**config.mk**
```make
export PLATFORM = sky130hd
export DESIGN_NAME = sc_reg_bank_flat
export DESIGN_NICKNAME = d
export VERILOG_FILES = /design/src/rtl/sc_reg_bank_if.sv /design/src/rtl/sc_reg_bank.sv /design/src/flat_wrapper.sv
export SDC_FILE = /design/constraint.sdc
export NUM_CORES = 1
export LEC_CHECK = 0
export CAP_MARGIN = 10
export CORE_AREA = 3 3 507 509
export CTS_BUF_LIST = sky130_fd_sc_hd__clkbuf_16
export CTS_CLUSTER_SIZE = 25
export DETAILED_ROUTE_END_ITERATION = 6
export DIE_AREA = 0 0 510 512
export PLACE_DENSITY_LB_ADDON = 0.25
export RECOVER_POWER = 100
export SETUP_SLACK_MARGIN = 0.5
export SLEW_MARGIN = 20
export SYNTH_ARGS = -nofsm -noshare
export SYNTH_HDL_FRONTEND = slang
export SYNTH_SLANG_ARGS = --single-unit
```
**constraint.sdc**
```tcl
create_clock -name SC_REG_BANK_CLOCK_50 -period 2.45 [get_ports SC_REG_BANK_CLOCK_50]
set_input_delay 0.245 -clock SC_REG_BANK_CLOCK_50 [delete_from_list [all_inputs] [get_ports SC_REG_BANK_CLOCK_50]]
set_output_delay 0.245 -clock SC_REG_BANK_CLOCK_50 [all_outputs]
set_load 0.005 [all_outputs]
```
**src/rtl/sc_reg_bank_if.sv**
```systemverilog
// Bus-side signal bundle for sc_reg_bank.
// master: drives the write request, write select/data, PC increment and error clear;
//         observes the packed register values, write acknowledge and error status.
// slave : the register bank side of the same signals.
interface sc_reg_bank_if #(
   parameter int unsigned DATAWIDTH_DECODER_OUT = 38,
   parameter int unsigned DATAWIDTH_BUS         = 32
);
   logic                                           SC_REG_BANK_WR_EN;
   logic [DATAWIDTH_DECODER_OUT-1:0]               SC_REG_BANK_WR_SEL;
   logic [DATAWIDTH_BUS-1:0]                       SC_REG_BANK_WR_DATA;
   logic                                           SC_REG_BANK_PC_INC;
   logic                                           SC_REG_BANK_CLR_ERR;
   logic [DATAWIDTH_DECODER_OUT*DATAWIDTH_BUS-1:0] SC_REG_BANK_REG_OUT;
   logic                                           SC_REG_BANK_WR_ACK;
   logic                                           SC_REG_BANK_WR_ERR;
   logic [7:0]                                     SC_REG_BANK_ERR_CNT;

   modport master (
      output SC_REG_BANK_WR_EN,
      output SC_REG_BANK_WR_SEL,
      output SC_REG_BANK_WR_DATA,
      output SC_REG_BANK_PC_INC,
      output SC_REG_BANK_CLR_ERR,
      input  SC_REG_BANK_REG_OUT,
      input  SC_REG_BANK_WR_ACK,
      input  SC_REG_BANK_WR_ERR,
      input  SC_REG_BANK_ERR_CNT
   );

   modport slave (
      input  SC_REG_BANK_WR_EN,
      input  SC_REG_BANK_WR_SEL,
      input  SC_REG_BANK_WR_DATA,
      input  SC_REG_BANK_PC_INC,
      input  SC_REG_BANK_CLR_ERR,
      output SC_REG_BANK_REG_OUT,
      output SC_REG_BANK_WR_ACK,
      output SC_REG_BANK_WR_ERR,
      output SC_REG_BANK_ERR_CNT
   );
endinterface

```
**src/rtl/sc_reg_bank.sv**
```systemverilog
// Register bank of the micro data path: DATAWIDTH_DECODER_OUT registers of DATAWIDTH_BUS
// bits, written through a one-hot select, all presented in parallel on REG_OUT.
// R0 reads as zero; R[PC_INDEX] can auto-increment by PC_STEP.
// Ports:
//   SC_REG_BANK_CLOCK_50     rising-edge system clock
//   SC_REG_BANK_RESET_InLow  asynchronous active-low reset
//   bus_io                   slave side of sc_reg_bank_if (write request, select, data,
//                            PC increment, error clear; register values, ack, error flag
//                            and saturating error count)
module sc_reg_bank #(
   parameter int unsigned DATAWIDTH_DECODER_OUT = 38,
   parameter int unsigned DATAWIDTH_BUS         = 32,
   parameter int unsigned PC_INDEX              = 32,
   parameter int unsigned PC_STEP               = 4
) (
   input logic          SC_REG_BANK_CLOCK_50,
   input logic          SC_REG_BANK_RESET_InLow,
   sc_reg_bank_if.slave bus_io
);

   localparam logic [DATAWIDTH_BUS-1:0] PcStep = DATAWIDTH_BUS'(PC_STEP);

   logic [DATAWIDTH_BUS-1:0] reg_q [DATAWIDTH_DECODER_OUT];
   logic [DATAWIDTH_BUS-1:0] reg_d [DATAWIDTH_DECODER_OUT];
   logic                     ack_q, ack_d;
   logic                     err_q, err_d;
   logic [7:0]               cnt_q, cnt_d;
   logic                     wr_legal, wr_illegal;

   always_comb begin
      wr_legal   = bus_io.SC_REG_BANK_WR_EN & $onehot(bus_io.SC_REG_BANK_WR_SEL);
      wr_illegal = bus_io.SC_REG_BANK_WR_EN & ~$onehot(bus_io.SC_REG_BANK_WR_SEL);

      for (int i = 0; i < int'(DATAWIDTH_DECODER_OUT); i++) begin
         reg_d[i] = reg_q[i];
      end

      // Increment first so a same-cycle write to the PC register overrides it.
      if (bus_io.SC_REG_BANK_PC_INC) begin
         reg_d[PC_INDEX] = reg_q[PC_INDEX] + PcStep;
      end

      if (wr_legal) begin
         for (int i = 1; i < int'(DATAWIDTH_DECODER_OUT); i++) begin
            if (bus_io.SC_REG_BANK_WR_SEL[i]) begin
               reg_d[i] = bus_io.SC_REG_BANK_WR_DATA;
            end
         end
      end

      // R0 is hardwired; its write is still acknowledged below.
      reg_d[0] = '0;

      ack_d = wr_legal;

      err_d = err_q;
      cnt_d = cnt_q;
      if (bus_io.SC_REG_BANK_CLR_ERR) begin
         err_d = 1'b0;
         cnt_d = '0;
      end
      // Applied after the clear so an error in the clearing cycle survives as a count of 1.
      if (wr_illegal) begin
         err_d = 1'b1;
         if (cnt_d != 8'hFF) begin
            cnt_d = cnt_d + 8'd1;
         end
      end
   end

   always_ff @(posedge SC_REG_BANK_CLOCK_50 or negedge SC_REG_BANK_RESET_InLow) begin
      if (!SC_REG_BANK_RESET_InLow) begin
         for (int i = 0; i < int'(DATAWIDTH_DECODER_OUT); i++) begin
            reg_q[i] <= '0;
         end
         ack_q <= 1'b0;
         err_q <= 1'b0;
         cnt_q <= '0;
      end else begin
         for (int i = 0; i < int'(DATAWIDTH_DECODER_OUT); i++) begin
            reg_q[i] <= reg_d[i];
         end
         ack_q <= ack_d;
         err_q <= err_d;
         cnt_q <= cnt_d;
      end
   end

   for (genvar g = 0; g < int'(DATAWIDTH_DECODER_OUT); g++) begin : g_reg_out
      assign bus_io.SC_REG_BANK_REG_OUT[g*DATAWIDTH_BUS +: DATAWIDTH_BUS] = reg_q[g];
   end

   assign bus_io.SC_REG_BANK_WR_ACK  = ack_q;
   assign bus_io.SC_REG_BANK_WR_ERR  = err_q;
   assign bus_io.SC_REG_BANK_ERR_CNT = cnt_q;

endmodule

```
**src/flat_wrapper.sv**
```systemverilog
// flat-port wrapper written by rule: the top's interface ports become plain ports
module sc_reg_bank_flat 
#(
   parameter int unsigned DATAWIDTH_DECODER_OUT = 38,
   parameter int unsigned DATAWIDTH_BUS         = 32,
   parameter int unsigned PC_INDEX              = 32,
   parameter int unsigned PC_STEP               = 4
)
  (SC_REG_BANK_CLOCK_50, SC_REG_BANK_RESET_InLow, bus_io_SC_REG_BANK_WR_EN, bus_io_SC_REG_BANK_WR_SEL, bus_io_SC_REG_BANK_WR_DATA, bus_io_SC_REG_BANK_PC_INC, bus_io_SC_REG_BANK_CLR_ERR, bus_io_SC_REG_BANK_REG_OUT, bus_io_SC_REG_BANK_WR_ACK, bus_io_SC_REG_BANK_WR_ERR, bus_io_SC_REG_BANK_ERR_CNT);
  sc_reg_bank_if #(.DATAWIDTH_DECODER_OUT(DATAWIDTH_DECODER_OUT), .DATAWIDTH_BUS(DATAWIDTH_BUS)) bus_io_i ();
  input logic SC_REG_BANK_CLOCK_50;
  input logic SC_REG_BANK_RESET_InLow;
  input wire logic [$bits(bus_io_i.SC_REG_BANK_WR_EN)-1:0] bus_io_SC_REG_BANK_WR_EN;
  input wire logic [$bits(bus_io_i.SC_REG_BANK_WR_SEL)-1:0] bus_io_SC_REG_BANK_WR_SEL;
  input wire logic [$bits(bus_io_i.SC_REG_BANK_WR_DATA)-1:0] bus_io_SC_REG_BANK_WR_DATA;
  input wire logic [$bits(bus_io_i.SC_REG_BANK_PC_INC)-1:0] bus_io_SC_REG_BANK_PC_INC;
  input wire logic [$bits(bus_io_i.SC_REG_BANK_CLR_ERR)-1:0] bus_io_SC_REG_BANK_CLR_ERR;
  output wire logic [$bits(bus_io_i.SC_REG_BANK_REG_OUT)-1:0] bus_io_SC_REG_BANK_REG_OUT;
  output wire logic [$bits(bus_io_i.SC_REG_BANK_WR_ACK)-1:0] bus_io_SC_REG_BANK_WR_ACK;
  output wire logic [$bits(bus_io_i.SC_REG_BANK_WR_ERR)-1:0] bus_io_SC_REG_BANK_WR_ERR;
  output wire logic [$bits(bus_io_i.SC_REG_BANK_ERR_CNT)-1:0] bus_io_SC_REG_BANK_ERR_CNT;
  assign bus_io_i.SC_REG_BANK_WR_EN = bus_io_SC_REG_BANK_WR_EN;
  assign bus_io_i.SC_REG_BANK_WR_SEL = bus_io_SC_REG_BANK_WR_SEL;
  assign bus_io_i.SC_REG_BANK_WR_DATA = bus_io_SC_REG_BANK_WR_DATA;
  assign bus_io_i.SC_REG_BANK_PC_INC = bus_io_SC_REG_BANK_PC_INC;
  assign bus_io_i.SC_REG_BANK_CLR_ERR = bus_io_SC_REG_BANK_CLR_ERR;
  assign bus_io_SC_REG_BANK_REG_OUT = bus_io_i.SC_REG_BANK_REG_OUT;
  assign bus_io_SC_REG_BANK_WR_ACK = bus_io_i.SC_REG_BANK_WR_ACK;
  assign bus_io_SC_REG_BANK_WR_ERR = bus_io_i.SC_REG_BANK_WR_ERR;
  assign bus_io_SC_REG_BANK_ERR_CNT = bus_io_i.SC_REG_BANK_ERR_CNT;
  sc_reg_bank #(.DATAWIDTH_DECODER_OUT(DATAWIDTH_DECODER_OUT), .DATAWIDTH_BUS(DATAWIDTH_BUS), .PC_INDEX(PC_INDEX), .PC_STEP(PC_STEP)) u_core (.SC_REG_BANK_CLOCK_50(SC_REG_BANK_CLOCK_50), .SC_REG_BANK_RESET_InLow(SC_REG_BANK_RESET_InLow), .bus_io(bus_io_i));
endmodule
```
==> results.sh, run 1 <==
export IMPL_drc_errors=0
export IMPL_die_h_um=512
export IMPL_grt_pass1_wl_um=302000
export IMPL_drt_total_wl_um=227000
export IMPL_hp_class="in2reg"
export IMPL_synth_top_area_share=0.574
export IMPL_clkPwrFrac=0.197
export IMPL_setup_viol=1357
export IMPL_period_minus_slack_ps=6030
export IMPL_first_global_vias=33400
export IMPL_async_flop_share=1.00
export IMPL_gr_total_overflow=0
export IMPL_layout_cells_non_filler=7999
export IMPL_synth_yosys_warnings=0
export IMPL_place_area_sq_um=70100
export IMPL_antenna_found_initial=38
export IMPL_synth_area_per_cell_sq_um=17.3
export IMPL_ys_seq_area_frac=0.574
export IMPL_firstDrtPassIters=5
export IMPL_worst_pin_slew_ps=1640
export IMPL_cts_reportedPaths_clkPinSlew_ps=60
export IMPL_stdcell_area_sq_um=76300
export IMPL_yosys_top_cells_area="dfrtp_1 57%, mux2_4 25%, mux2_2 5.8%"
export IMPL_fmax_mhz=166
export IMPL_gp_congestion=0.779
export IMPL_p_int_uw=69800
export IMPL_worst_setup_path_end_kind="flop"
export IMPL_fin_util=0.301
export IMPL_postSynthCellCount=3003
export IMPL_dp_hpwl_um=158000
export IMPL_slew_headroom=-0.0926
export IMPL_fill_cells=25200
export IMPL_root_buffer="clkbuf_16"
export IMPL_ys_ff_latch=1194
export IMPL_ioPinCount=1301
export IMPL_die_w_um=510
export IMPL_synth_commonest_cells="1194 x dfrtp_1, 871 x mux2_4, 267 x mux2_2, 102 x clkbuf_1, 96 x buf_12"
export IMPL_clk_latency_ps=780
export IMPL_cellPowerDensity_nw_per_um2=1360
export IMPL_synth_edf_count=0
export IMPL_multi_input_area_sq_um=19800
export IMPL_p_seq_frac=0.281
export IMPL_clock_path_buffers=3
export IMPL_vias=31000
export IMPL_die_area_sq_um=261000
export IMPL_synth_area_sq_um=52000
export IMPL_p_leak_uw=0.0369
export IMPL_cts_tree="yes"
export IMPL_finalNetCount=4635
export IMPL_hold_viol_final=0
export IMPL_worst_slack_ps=-3580
export IMPL_maxCapViolCount=1
export IMPL_h_tree_depth=4
export IMPL_numPortBuffers=1268
export IMPL_fin_tns_setup_ps=-4052940
export IMPL_via_per_inst=3.88
export IMPL_finalPower_uw=104000
export IMPL_ys_flop_type="dfrtp_1"
export IMPL_peakVddDrop_mv=1.50
export IMPL_cts_num_sinks=1194
export IMPL_yosysMostFrequentCell="dfrtp_1"
export IMPL_rsz0062_at_grt="true"
export IMPL_comb_power_share=0.521
export IMPL_cp_required_ps=3100
export IMPL_wl_per_cell_um=28.4
export IMPL_area_delta_synth_final_pct=46.8
export IMPL_seq_area_sq_um=29900
export IMPL_violations="max-capacitance violations, max-slew violations, negative setup slack"
export IMPL_skew_ps=27.0
export IMPL_synth_distinct_cells=49
export IMPL_synth_largest_area_cell="dfrtp_1"
export IMPL_crit_type="in2reg"
export IMPL_rows=185
export IMPL_drtAntennaViolNets=0
export IMPL_status="finished with violations"
export IMPL_fin_crit_sh=2.46
export IMPL_first_iter_violations=1846
export IMPL_drive_above_1_share=0.390
export IMPL_grt_usage=0.165
export IMPL_grt_max_degree=77
export IMPL_core_area_sq_um=253000
export IMPL_cts_buffers=148
export IMPL_sw_frac_of_total=0.329
export IMPL_cp_start_kind="primary input"
export IMPL_start_util=0.205
export IMPL_dp_cells=7620
export IMPL_arrival_ps=6680
export IMPL_cp_max_fo=7
export IMPL_maxSlewViolCount=26
export IMPL_p_switching_uw=34300
layout by cell type, fill, tap and decap left out, types with 5 or more instances in the layout:
cell / n
clkbuf_2: 22
ha_1: 17
mux2_4: 1081
nor2_1: 13
mux2_2: 74
buf_4: 116
dlygate4sd3_1: 1210
clkinv_2: 23
nand2_1: 47
buf_16: 23
a21oi_1: 5
clkbuf_16: 169
xor2_1: 16
diode_2: 19
and2_4: 35
and3_1: 10
nand4_1: 8
buf_12: 132
fa_1: 19
clkdlybuf4s50_1: 8
dfrtp_1: 1194
xnor2_1: 17
inv_2: 7
buf_6: 12
conb_1: 32
clkinv_1: 34
inv_1: 87
buf_2: 29
fa_2: 12
clkbuf_4: 17
o21ai_0: 32
clkbuf_1: 5
dlygate4sd2_1: 23
nand3_1: 9
buf_8: 12
inv_6: 5
ha_4: 8
flip-flops by register name, indices dropped and copies added, names as in the netlist:
register                           cells
u_core.bus_io.SC_REG_BANK_ERR_CNT      8
u_core.bus_io.SC_REG_BANK_REG_OUT   1184
u_core.bus_io.SC_REG_BANK_WR_ACK       1
u_core.bus_io.SC_REG_BANK_WR_ERR       1
cells by family after synthesis:
| logic type | synth area share |
|---|---|
| adder cells (fa/ha/maj) | 0.0189 |
| AND/OR/NAND/NOR | 0.0161 |
| flip-flops | 0.574 |
| buffers and inverters | 0.0664 |
| AO/OA/AOI/OAI | 0.00476 |
| other | 0.0000721 |
| multiplexers | 0.313 |
| XOR/XNOR | 0.00604 |
layer usage:
metal  up-vias  wire length [um]  global-route usage
li1      13300                 -                   -
met1     16200             96800               0.212
met2      1233            105000               0.265
met3       249             19800              0.0550
met4        22              5320              0.0434
met5         -               144                   0
power groups by stage:
stage	clock network, uW	logic (uW)	registers [uW]
after floorplan	0	31300	29600
after global placement	0	50500	29600
after detailed placement	0	51500	29600
after CTS	21300	55300	29500
after global routing	22100	57400	30000
final	20500	54300	29300
repair_timing:
item | CTS | global route
gates resized for setup | 143 | 45
hold buffers | 18 | 0
endpoints found under the setup margin | 2387 | 2377
gates cloned | 11 | 20
pin swaps | 32 | 9
endpoints found under the hold margin | 835 | 0
buffers inserted | 25 | 22
worst max-delay path: stages:
cell and delay (ps):
buf_8 90, buf_12 100, ha_4 110, inv_2 30
fa_2 770, buf_12 140, fa_1 410, fa_1 530
fa_1 450, fa_1 540, fa_1 430, inv_2 80
ha_4 140, inv_2 40, fa_2 500, nor2b_4 160
nand4b_1 100, mux2_4 290, nor3_4 180, buf_6 140
buf_12 110, buf_16 110, buf_12 110, and2_4 260
buf_12 210, mux2_4 310
final cells by class:
| cell class | count | area share |
|---|---|---|
| multi-input combinational | 1471 | 0.259 |
| inverter | 54 | 0.00266 |
| clock buffer | 151 | 0.0495 |
| clock inverter | 113 | 0.00878 |
| antenna | 19 | 0.000623 |
| sequential | 1194 | 0.391 |
| timing repair buffer | 1631 | 0.233 |
| tap | 3366 | 0.0552 |
per-stage QoR:
| step | setup slack [ps] | hold WS [ps] |
|---|---|---|
| 6_report | -3580 | 48.7 |
| 5_1_grt | -3710 | 35.8 |
| 4_1_cts | -3510 | 4.88 |
| 3_5_place_dp | -5270 | 237 |
| 3_3_place_gp | -5360 | 238 |
| 2_1_floorplan | -3460 | -50.6 |
worst paths after layout:
path | startpoint | end | slack, ps | depth (start not counted)
worst max-delay path | bus_io_SC_REG_BANK_WR_SEL[28] | u_core.bus_io.SC_REG_BANK_REG_OUT[936] | -3580 | 26
worst min register to register | u_core.bus_io.SC_REG_BANK_REG_OUT[40] | u_core.bus_io.SC_REG_BANK_REG_OUT[40] | 490 | 1
worst min-delay path | bus_io_SC_REG_BANK_WR_DATA[19] | u_core.bus_io.SC_REG_BANK_REG_OUT[275] | 50 | 2
max in group asynchronous | SC_REG_BANK_RESET_InLow | u_core.bus_io.SC_REG_BANK_REG_OUT[586] | -60 | 3
worst max register to register | u_core.bus_io.SC_REG_BANK_REG_OUT[1036] | u_core.bus_io.SC_REG_BANK_REG_OUT[1051] | 420 | 6
min in group asynchronous | SC_REG_BANK_RESET_InLow | u_core.bus_io.SC_REG_BANK_REG_OUT[387] | 1240 | 3
(Power assumes the default switching activity.)
==> inputs of run 2 (changes only) <==
SLEW_MARGIN = not set   (was 20)
==> run 2 against run 1 <==
The flow still finishes with violations (max-capacitance violations, max-slew violations, negative setup slack). Count of clock-buffer cells in the layout stayed put. Setup slack barely moved. Sequential cell count did not move. Sequential share of layout area about the same. Combinational power hardly changed. Sequential power about the same. Die area unchanged. Final area barely moved. Utilization hardly changed. First-iteration DRC count unchanged. Non-clock buffer count unchanged. Clock skew is the same.
==> results.sh, run 2 (synthesis gave the netlist of run 1 again) <==
export IMPL_status="finished with violations"
export IMPL_violations="max-capacitance violations, max-slew violations, negative setup slack"
export IMPL_fin_crit_sh=2.46
export IMPL_r2r_slack_ps=420
export IMPL_h_tree_depth=4
export IMPL_drtAntennaViolNets=0
export IMPL_r2r_end="u_core.bus_io.SC_REG_BANK_REG_OUT[1051]"
export IMPL_sw_frac_of_total=0.329
export IMPL_core_area_sq_um=253000
export IMPL_skew_ps=27.0
export IMPL_fmax_mhz=166
export IMPL_cp_start_kind="primary input"
export IMPL_worst_setup_path_end_kind="flop"
export IMPL_final_common_cell="dlygate4sd3_1"
export IMPL_numPortBuffers=1268
export IMPL_antenna_found_initial=38
export IMPL_grt_max_degree=77
export IMPL_peakVddDrop_mv=1.50
export IMPL_gr_total_overflow=0
export IMPL_firstDrtPassIters=5
export IMPL_ioPinCount=1301
export IMPL_drc_errors=0
export IMPL_crit_type="in2reg"
export IMPL_cp_required_ps=3100
export IMPL_slew_headroom=-0.0899
export IMPL_cts_tree="yes"
export IMPL_maxSlewViolCount=26
export IMPL_die_w_um=510
export IMPL_final_cell_mix="1211 x dlygate4sd3_1, 1194 x dfrtp_1, 1081 x mux2_4"
export IMPL_dp_hpwl_um=158000
export IMPL_grt_usage=0.165
export IMPL_die_area_sq_um=261000
export IMPL_first_global_vias=33400
export IMPL_wl_per_cell_um=28.4
export IMPL_rows=185
export IMPL_finalPower_uw=104000
export IMPL_clkPwrFrac=0.197
export IMPL_first_iter_violations=1846
export IMPL_cts_buffers=148
export IMPL_drt_total_wl_um=227000
export IMPL_p_leak_uw=0.0369
export IMPL_place_area_sq_um=70100
export IMPL_start_util=0.205
export IMPL_p_switching_uw=34300
export IMPL_cp_max_fo=7
export IMPL_gp_congestion=0.779
export IMPL_clock_path_buffers=3
export IMPL_arrival_ps=6680
export IMPL_area_delta_synth_final_pct=46.8
export IMPL_stdcell_area_sq_um=76300
export IMPL_hold_start="bus_io_SC_REG_BANK_WR_DATA[19]"
export IMPL_vias=31000
export IMPL_whs_path_depth=2
export IMPL_reg2regPathDepth=6
export IMPL_largest_reg_flops=1184
export IMPL_fill_cells=25200
export IMPL_post_place_ws_ps=-5270
export IMPL_comb_power_share=0.521
export IMPL_cellPowerDensity_nw_per_um2=1360
export IMPL_cts_reportedPaths_clkPinSlew_ps=60
export IMPL_worst_slack_ps=-3580
export IMPL_worst_pin_slew_ps=1630
export IMPL_rsz0062_at_grt="true"
export IMPL_rr_startpoint="u_core.bus_io.SC_REG_BANK_REG_OUT[1036]"
export IMPL_p_int_uw=69800
export IMPL_die_h_um=512
export IMPL_holdPathEnd="u_core.bus_io.SC_REG_BANK_REG_OUT[275]"
export IMPL_setup_viol=1378
export IMPL_grt_pass1_wl_um=302000
export IMPL_root_buffer="clkbuf_16"
export IMPL_whs_ps=48.7
export IMPL_drive_above_1_share=0.390
export IMPL_hp_class="in2reg"
export IMPL_hold_viol_final=0
export IMPL_period_minus_slack_ps=6030
export IMPL_p_seq_frac=0.281
export IMPL_finalNetCount=4635
export IMPL_fin_util=0.301
export IMPL_maxCapViolCount=1
export IMPL_cts_num_sinks=1194
export IMPL_via_per_inst=3.88
export IMPL_clk_latency_ps=780
## run 2: how the worst max path moves through the flow
stage                                  startpoint                                      end  depth (start not counted)  slack (ps)
detailed placement  bus_io_SC_REG_BANK_WR_SEL[25]  u_core.bus_io.SC_REG_BANK_REG_OUT[1007]                         25       -5270
finish              bus_io_SC_REG_BANK_WR_SEL[28]   u_core.bus_io.SC_REG_BANK_REG_OUT[936]                         26       -3580
CTS                 bus_io_SC_REG_BANK_WR_SEL[28]   u_core.bus_io.SC_REG_BANK_REG_OUT[936]                         26       -3510
floorplan           bus_io_SC_REG_BANK_WR_SEL[15]   u_core.bus_io.SC_REG_BANK_REG_OUT[100]                         21       -3460
global placement    bus_io_SC_REG_BANK_WR_SEL[25]  u_core.bus_io.SC_REG_BANK_REG_OUT[1005]                         25       -5360
global route        bus_io_SC_REG_BANK_WR_SEL[28]   u_core.bus_io.SC_REG_BANK_REG_OUT[937]                         26       -3710
## run 2: stage by stage
step	TNS, ps	cells
floorplan	-4083340	3034
global placement	-6197530	7620
detailed placement	-6064360	7620
CTS	-3976390	7938
global route	-4230880	7982
finish	-4053280	7999
## run 2: layout make-up
type	count	area [sq um]	area share
antenna	19	47.5	0.000623
clock buffer	151	3780	0.0495
clock inverter	113	671	0.00878
inverter	54	203	0.00265
multi-input combinational	1471	19800	0.259
sequential	1194	29900	0.391
tap	3366	4210	0.0552
timing repair buffer	1631	17800	0.233
## run 2: power by group through the flow
| stage | clock network (uW) | registers (uW) | logic, uW |
|---|---|---|---|
| after global placement | 0 | 29600 | 50500 |
| after global routing | 22100 | 30000 | 57400 |
| after detailed placement | 0 | 29600 | 51500 |
| after CTS | 21300 | 29500 | 55300 |
| after floorplan | 0 | 29600 | 31300 |
| final | 20500 | 29300 | 54300 |
## run 2: what timing repair did
| action | CTS | global route |
|---|---|---|
| pin swaps | 32 | 9 |
| endpoints found under the hold margin | 835 | 0 |
| endpoints found under the setup margin | 2387 | 2377 |
| gates resized for setup | 143 | 45 |
| gates cloned | 11 | 20 |
| setup buffers | 25 | 22 |
| hold buffers | 18 | 0 |
## run 2: layer usage
layer | part of all wire | routed length (um) | track usage | vias up
met5 | 0.00063 | 144 | 0 | -
met1 | 0.43 | 96800 | 0.212 | 16200
met3 | 0.087 | 19700 | 0.0550 | 249
met4 | 0.023 | 5320 | 0.0434 | 22
li1 | - | - | - | 13300
met2 | 0.46 | 105000 | 0.265 | 1231
## run 2: worst max-delay path, stage by stage
cell and delay (ps):
buf_8 90, buf_12 100, ha_4 110, inv_2 30, fa_2 770, buf_12 140
fa_1 410, fa_1 530, fa_1 450, fa_1 540, fa_1 430, inv_2 80
ha_4 140, inv_2 40, fa_2 500, nor2b_4 160, nand4b_1 100, mux2_4 290
nor3_4 180, buf_6 140, buf_12 110, buf_16 110, buf_12 110, and2_4 260
buf_12 210, mux2_4 310
